==> src/rtl/zmod_pll_sequencer.sv <==
// Reset/lock sequencer for the Zmod converter PLL: holds PLL reset, waits for a
// stable lock with timeout/retry, then releases channel resets in index order.
module zmod_pll_sequencer #(
  parameter int NUM_CH        = 2,
  parameter int SYNC_STAGES   = 2,
  parameter int RST_HOLD      = 16,
  parameter int LOCK_TIMEOUT  = 65536,
  parameter int STABLE_CYCLES = 1024,
  parameter int STAGGER       = 8,
  parameter int CNT_W         = 8
) (
  input  logic              clk,
  input  logic              rst,
  input  logic              pll_locked,
  input  logic              restart,
  output logic              pll_rst,
  output logic [NUM_CH-1:0] ch_rst,
  output logic              ready,
  output logic [CNT_W-1:0]  retry_count,
  output logic [CNT_W-1:0]  lost_count,
  output logic              timeout
);

  localparam int REL_CYCLES = STAGGER * NUM_CH;
  localparam int MAX_A      = (RST_HOLD > LOCK_TIMEOUT) ? RST_HOLD : LOCK_TIMEOUT;
  localparam int MAX_B      = (STABLE_CYCLES > REL_CYCLES) ? STABLE_CYCLES : REL_CYCLES;
  localparam int MAX_C      = (MAX_A > MAX_B) ? MAX_A : MAX_B;
  localparam int TMR_W      = $clog2(MAX_C + 1);

  typedef enum logic [2:0] {
    RESET_PLL,
    WAIT_LOCK,
    STABLE,
    RELEASE,
    RUN
  } state_t;

  state_t                 state_q, state_d;
  logic [TMR_W-1:0]       timer_q, timer_d;
  logic [SYNC_STAGES-1:0] sync_q, sync_d;
  logic                   pll_rst_q, pll_rst_d;
  logic [NUM_CH-1:0]      ch_rst_q, ch_rst_d;
  logic                   ready_q, ready_d;
  logic [CNT_W-1:0]       retry_q, retry_d;
  logic [CNT_W-1:0]       lost_q, lost_d;
  logic                   timeout_q, timeout_d;
  logic                   go_reset;
  logic                   lk;
  logic [NUM_CH-1:0]      rel_due;

  assign sync_d = {sync_q[SYNC_STAGES-2:0], pll_locked};
  assign lk     = sync_q[SYNC_STAGES-1];

  // Channel i is due for release once the release timer reaches STAGGER*i.
  genvar gi;
  generate
    for (gi = 0; gi < NUM_CH; gi++) begin : g_rel
      assign rel_due[gi] = (int'(timer_d) >= STAGGER * gi);
    end
  endgenerate

  // One shared timer serves every state since only one interval runs at a time.
  always_comb begin
    state_d   = state_q;
    timer_d   = timer_q + TMR_W'(1);
    retry_d   = retry_q;
    lost_d    = lost_q;
    timeout_d = timeout_q;
    go_reset  = 1'b0;

    case (state_q)
      RESET_PLL: begin
        if (timer_q == TMR_W'(RST_HOLD - 1)) begin
          state_d = WAIT_LOCK;
          timer_d = '0;
        end
      end
      WAIT_LOCK: begin
        if (lk) begin
          state_d = STABLE;
          timer_d = '0;
        end else if (timer_q == TMR_W'(LOCK_TIMEOUT - 1)) begin
          if (retry_q != '1) retry_d = retry_q + CNT_W'(1);
          timeout_d = 1'b1;
          go_reset  = 1'b1;
        end
      end
      STABLE: begin
        if (!lk) begin
          state_d = WAIT_LOCK;
          timer_d = '0;
        end else if (timer_q == TMR_W'(STABLE_CYCLES - 1)) begin
          state_d = RELEASE;
          timer_d = '0;
        end
      end
      RELEASE: begin
        if (!lk) begin
          if (lost_q != '1) lost_d = lost_q + CNT_W'(1);
          go_reset = 1'b1;
        end else if (timer_d == TMR_W'(REL_CYCLES)) begin
          state_d = RUN;
        end
      end
      RUN: begin
        timer_d = timer_q;
        if (!lk) begin
          if (lost_q != '1) lost_d = lost_q + CNT_W'(1);
          go_reset = 1'b1;
        end
      end
      default: go_reset = 1'b1;
    endcase

    if (restart) go_reset = 1'b1;

    if (go_reset) begin
      state_d = RESET_PLL;
      timer_d = '0;
    end

    // Outputs are decoded from the next state so they register alongside it.
    pll_rst_d = (state_d == RESET_PLL);
    ready_d   = (state_d == RUN);
    if (state_d == RUN) timeout_d = 1'b0;

    if (state_d == RESET_PLL)
      ch_rst_d = '1;
    else if (state_d == RELEASE || state_d == RUN)
      ch_rst_d = ch_rst_q & ~rel_due;
    else
      ch_rst_d = ch_rst_q;
  end

  always_ff @(posedge clk or posedge rst) begin
    if (rst) begin
      state_q   <= RESET_PLL;
      timer_q   <= '0;
      sync_q    <= '0;
      pll_rst_q <= 1'b1;
      ch_rst_q  <= '1;
      ready_q   <= 1'b0;
      retry_q   <= '0;
      lost_q    <= '0;
      timeout_q <= 1'b0;
    end else begin
      state_q   <= state_d;
      timer_q   <= timer_d;
      sync_q    <= sync_d;
      pll_rst_q <= pll_rst_d;
      ch_rst_q  <= ch_rst_d;
      ready_q   <= ready_d;
      retry_q   <= retry_d;
      lost_q    <= lost_d;
      timeout_q <= timeout_d;
    end
  end

  assign pll_rst     = pll_rst_q;
  assign ch_rst      = ch_rst_q;
  assign ready       = ready_q;
  assign retry_count = retry_q;
  assign lost_count  = lost_q;
  assign timeout     = timeout_q;

endmodule

==> config.mk <==
export PLATFORM = sky130hd
export DESIGN_NAME = zmod_pll_sequencer
export DESIGN_NICKNAME = d
export VERILOG_FILES = /design/src/rtl/zmod_pll_sequencer.sv
export SDC_FILE = /design/constraint.sdc
export NUM_CORES = 1
export LEC_CHECK = 0
export CAP_MARGIN = 20
export CORE_MARGIN = 1
export CORE_UTILIZATION = 32
export DETAILED_ROUTE_END_ITERATION = 7
export DONT_BUFFER_PORTS = 1
export GPL_ROUTABILITY_DRIVEN = 0
export GPL_TIMING_DRIVEN = 0
export HOLD_SLACK_MARGIN = 0.1
export REMOVE_ABC_BUFFERS = 1
export SETUP_SLACK_MARGIN = 0.2
export SLEW_MARGIN = 15
export SYNTH_ARGS = -nofsm -noshare
export SYNTH_HDL_FRONTEND = slang
export SYNTH_SLANG_ARGS = --single-unit
==> constraint.sdc <==
create_clock -name clk -period 3.6 [get_ports clk]
set_input_delay 0.9 -clock clk [delete_from_list [all_inputs] [get_ports clk]]
set_output_delay 0.9 -clock clk [all_outputs]
set_load 0.02 [all_outputs]
# Yosys cells after proc, flatten, opt, wreduce, memory -nomap -nowiden
# Cells that the tools add are included.
[op_classes]
add_sub_neg = 3
order_cmp = 1
n_eq_ne = 13
mux = 25
n_bitwise = 3
reduce_logical = 11
[ops]
columns = ["cell", "count"]
rows = [
  ["17-bit 2-to-1 mux", 5],
  ["17-bit one-hot mux with 4 select lines", 1],
  ["3-bit 2-to-1 mux", 7],
  ["17-bit by 1-bit adder with 17-bit output (second input constant)", 1],
  ["17-bit by 10-bit == test with 1-bit output (second input constant)", 1],
  ["17-bit by 16-bit == test with 1-bit output (second input constant)", 1],
  ["17-bit by 4-bit == test with 1-bit output (second input constant)", 1],
  ["17-bit by 5-bit == test with 1-bit output (second input constant)", 1],
  ["17-bit by 4-bit >= comparator with 1-bit output (second input constant)", 1],
  ["8-bit by 1-bit adder with 8-bit output (second input constant)", 2],
  ["8-bit inequality test (second input constant)", 2],
  ["3-bit one-hot mux with 4 select lines", 1],
  ["3-bit by 2-bit == test with 1-bit output (second input constant)", 3],
  ["1-bit 2-to-1 mux", 8],
  ["3-bit == test (second input constant)", 2],
  ["3-bit zero test", 2],
  ["3-bit AND reduction", 2],
  ["2-bit nonzero test", 3],
  ["2-bit 2-to-1 mux", 2],
  ["4-bit AND reduction", 1],
  ["2-bit OR reduction", 2],
  ["3-bit by 1-bit == test with 1-bit output (second input constant)", 1],
  ["1-bit one-hot mux with 3 select lines", 1],
  ["2-bit bitwise AND", 1],
  ["other kinds (4)", 4],
]
[totals]
register_bits = 43
output_inout_bits = 21
word_cells = 65

# Depth between registers and ports, before layout
[logic_depth]
word_depth = 11
mapped_depth = 13
ltp_nobuf = 12

# Worst setup path before layout
# OpenSTA, ideal clock, no wires.
[synth_path]
path_type = "register to register"
startpoint = "reg timer_q[0]"
endpoint = "reg ch_rst_q[1] (netlist: ch_rst[1])"
arrival_time_ns = 2.980
path_slack_ns = 0.534
stages_incl_launch_ff = 13
n_path_buf = 0
period_less_slack_ns = 3.066
cell_sequence = "dfrtp_1 ha_1 nand4_1 or2_2 nor3_1 ha_1 nor2_1 o21ba_2 o221ai_4 or3_4 o31ai_2 or4_4 o31ai_2"
[synth_via]
elab_chain_len = 11
word_cells_on_any_way = 32
classes_between = "add/sub: 1; order compare: 1; eq/ne: 6; mux: 19; bitwise: 2; reduce/logical: 3"
[synth_rtl]
columns = ["element", "line_no", "text"]
rows = [
  ["from (decl)", "39", "logic [TMR_W-1:0] timer_q, timer_d;"],
  ["from (signal assigned)", "148", "timer_q <= timer_d;"],
  ["branches (longest 5 deep; another with 17-bit by 1-bit adder with 17-bit output)", "-", ""],
  ["17-bit 2-to-1 mux (*)", "117", "if (go_reset) begin"],
  ["net timer_d[8]", "39", ""],
  ["17-bit by 4-bit >= comparator with 1-bit output (*)", "58", "assign rel_due[gi] = (int'(timer_d) >= STAGGER * gi);"],
  ["2-bit NOT (*)", "130", "ch_rst_d = ch_rst_q & ~rel_due;"],
  ["2-bit bitwise AND (*)", "130", ""],
  ["2-bit 2-to-1 mux (*)", "129", "else if (state_d == RELEASE || state_d == RUN)"],
  ["2-bit 2-to-1 mux (*)", "127", "if (state_d == RESET_PLL)"],
  ["to (signal assigned)", "151", "ch_rst_q <= ch_rst_d;"],
  ["to (decl)", "42", "logic [NUM_CH-1:0] ch_rst_q, ch_rst_d;"],
]
# Mark *: on every way through the listed nets, which the timed path passes. The select of a mux whose other input is x is not followed.
# A chain may end at the register's enable or synchronous reset.

# Worst setup path in the final report
# Ends and elaborated chain as after synthesis.

==> results.md <==
- The final routed DRC violation total is 0.
- Yosys printed 0 warnings.
- For this configuration, the core starts out at a cell density of 33.9%.
- The number of hold violations in the final report is 0.
- Entering global routing, the biggest net connects 28 pins.
- The chip height is 93.3 microns.
- After layout, the worst path uses 90.2% of the clock period.
- The instance count after placement with tap cells included is 377.
- The number of buffers between clock root and the deepest sink is 2.
- The run finished with clean final reports.
- The first global-routing pass estimated 10800 microns of wire.
- The core region is 0.00789 sq mm.
- The I/O pin count is 25.
- The via count of the first global-routing pass is 2175.
- Headroom to the max-slew limit came out at 51.4%.
- The detailed-route vias per instance is 5.84.
- The signed area change from the synthesized netlist to the final layout is 8.15%.
- The standard cell with the maximum stage delay on the critical path is or4_4.
- The worst setup path is launched from a flop.
- STA classifies the critical path endpoint as a flop.
- For the worst-skew pair, the clock arrives at the later sink with an insertion delay of 310 ps.
- The tightest min-delay check is of the flop to flop type.
- The CTS tree is yes.
- After synthesis, the most frequently instantiated cells are dfrtp_1 (40), nand2_1 (29), nor2_1 (26).
- Traced cell by cell, the critical path runs through ha_4, nand4_1, or2_4, nor3_2, ha_2, nor2_1, o21ba_2, o221ai_4, or3_4, o31ai_2, or4_4, o31ai_2.
- The post-synthesis cell type count is 69.
- The final period demand of the worst path is 3250 ps.
- The path with the worst hold slack has its endpoint at sync_q[1].
- The highest ir drop seen on vdd is 219 uV.
- The worst reg-to-reg setup slack is 350 ps.
- The total CTS buffers is 5.
- Sorting the synthesized cells by area gives the leading types as dfrtp_1 (37%), xnor2_1 (4.9%), nand2_1 (4.1%).
- The power density of the placed cells is 297 mW/mm^2.
- The net count of the finished layout is 298.
- The required time of the critical path is 3820 ps.
- The final-report max-slew violation count is 0.
- The full die area is 0.00871 sq mm.
- The total iterations of the first detailed-routing run is 5.
- After clock tree synthesis, the clock-pin slew on the worst setup and hold paths is 90 ps.
- The worst path setup slack after routing is 353 ps.
- The sequential cell area fraction in the yosys report is 40.4%.
- Once layout is complete, the cells apart from fillers number 392.
- Clock skew on the completed layout was measured at 10.8 ps.
- The analysis attributes to cell leakage a power of 1.12 nW.
- Adding up every negative setup slack in the final design gives 0 ps.
- Static timing analysis puts the maximum clock frequency at 308 MHz.
- The met2 capacity usage during global routing is 24.3%.
- In this run the worst path has a maximum fanout of 7.
- For met1 alone, demand over resource in global routing was 21.8%.
- The cell count of the worst reg-to-reg path is 12.
- The detailed router's first-iteration violation count is 273.
- The max-cap violation count is 0.
- The number of inserted diodes is 0.
- The routed via count is 2290.
- Along the worst hold path, the cell count comes to 0.
- The dominant cell by count in the synthesized netlist is dfrtp_1.
- The capture point of the worst reg-to-reg path is ch_rst[1].
- After floorplanning, the core was divided into 32 placement rows.
- Buffers placed on the I/O ports in this run total 0.
- The data arrival time of the critical path is 3470 ps.
- Detailed placement finished with a half-perimeter wire length of 4610 microns.
- For this run, asynchronously set or reset flops after synthesis account for 100%.
- In the final layout, the share of cells above drive strength 1 is 16.2%.
- The tightest hold path in the finished design has a slack of 353 ps.
- The global-route track usage on met3 is 3.74%.
- The most prevalent standard cell on the critical path is o31ai_2.
- The buffer type at the clock tree root is clkbuf_8.
- Once placement finished, the instance area stood at 0.00272 sq mm.
- Setup repair after global routing left no endpoint under its margin.
- In this run, synthesis produced a sequential element count of 43.
- For this run the aggregate overflow at the end of global routing stands at 0.
- In this run the biggest area consumer among cell types represents 37.5% of the synthesized area.
- The cts-stage hold buffer count is 0.
- The cell area that synthesis handed to floorplanning was 0.00267 sq mm.
- A synthesized cell averages 9.24 sq um.
- The overall global routing resource usage is 15.7%.
- The number of enable-type register cells in the synthesized netlist is 0.
- The H-tree was split into 2 levels.
- The final cell utilization of the core is 36.6%.
- Once detail routing completed, the nets flagged for antenna violations numbered 0.
- The most used flip-flop cell after synthesis is dfrtp_1.
- The post-placement worst setup slack is -26.1 ps.
- The startpoint of the worst-slack reg-to-reg timing path is timer_q[0].
- Setup violations remaining at the end of the flow were counted as 0.
- The largest stage delay on the critical path is 550 ps.
- The worst hold path begins at sync_q[0].
- Wires add up to 6540 microns.
- The number of antenna violations at the first check in global routing was 0.
- The CTS sink count is 43.
- The cell count after synthesis is 289.
- The largest total area in the synthesized netlist belongs to dfrtp_1.
- The post-route cell area is 0.00289 sq mm.
- For the pin with the worst max-slew slack, the measured transition is 724 ps.
- In the final routed layout, each cell accounts on average for 16.7 microns.
- The die extent in x is 93.3 microns.
- The critical path in this run is classified as flop to flop.
- The peak-usage layer in the global routing report is met2.
- The overall power after layout is 0.857 mW.
- After filler insertion, the fill cell instance count of the layout stands at 812.
critical path, delay by kind of cell (launching register included):
kind            cells  cell delay (ps)
fa+ha+maj           2              430
compound gates      4              820
flops               1              410
simple gates        6             1490
layout by cell type (no fill, tap or decap), drive strengths merged, types with 3 or more instances in the layout:
master  Yosys  final
dfrtp      40     40
nand2      29     29
nor2       26     26
o21ai      16     16
xnor2      15     15
nand3      14     14
nand4      13     13
or3        11     11
a21oi       9      9
buf         9      9
nor3        8      8
xor2        6      6
a31oi       6      6
inv         6      6
nor4        6      6
clkbuf      7      6
o31ai       6      6
ha          5      5
and2        3      3
a21o        3      3
o211ai      3      3
nand3b      3      3
dfstp       3      3
nor4b       3      3
or4         3      3
kinds of logic (layout without fill, tap and decap cells):
family	Yosys count	count (layout)	synth area share (%)
xor+xnor	21	21	6.89
compound gates	65	65	18.0
simple gates	130	130	26.3
mux	3	3	1.22
flops	43	43	40.4
buf+inv	22	23	4.78
fa+ha+maj	5	5	2.34
metal layers:
metal  vias up  part of all wire [%]
met2        99                    45
met5         -                     0
li1       1067                     -
met3        12                   7.0
met4         0                   1.7
met1      1112                    46
worst max-delay path by stage:
stage               startpoint         to  slack, ps  depth (start not counted)
floorplan           timer_q[0]  ch_rst[1]        460                         12
global placement       restart  ch_rst[1]        -70                          6
detailed placement  timer_q[0]  ch_rst[1]        -30                         12
CTS                 timer_q[1]  ch_rst[1]        210                         12
global route        timer_q[1]  ch_rst[1]        190                         12
finish              timer_q[0]  ch_rst[1]        350                         12
power breakdown:
| part | internal, mW | switching, mW | leakage, nW | total, mW |
|---|---|---|---|---|
| sequential | 0.487 | 0.00574 | 0.575 | 0.492 |
| combinational | 0.0167 | 0.0256 | 0.498 | 0.0423 |
| clock | 0.137 | 0.185 | 0.0452 | 0.322 |
layout make-up:
class / count / area [sq um] / share of cell area (%)
clock buffers: 6 / 72.6 / 2.51
repair buffers: 9 / 77.6 / 2.69
multi-input cells: 224 / 1490 / 51.6
clock inverters: 2 / 13.8 / 0.477
inverters: 6 / 22.5 / 0.780
flip-flops and latches: 43 / 1080 / 37.5
well taps: 102 / 128 / 4.42
repair_timing:
| action | in CTS | in global routing |
|---|---|---|
| hold endpoints to repair | 0 | 0 |
| resized for setup | 2 | 5 |
| setup endpoints to repair | 1 | 1 |
| pin swaps | 2 | 2 |
| buffers inserted | 4 | 3 |
flip-flops by register name (all words and copies together) (netlist names):
name	count
sync_q	2
retry_count	8
timer_q	17
lost_count	8
ready	1
state_q	3
ch_rst	2
pll_rst	1
timeout	1
Note: power is estimated with default switching activity, not from simulation.
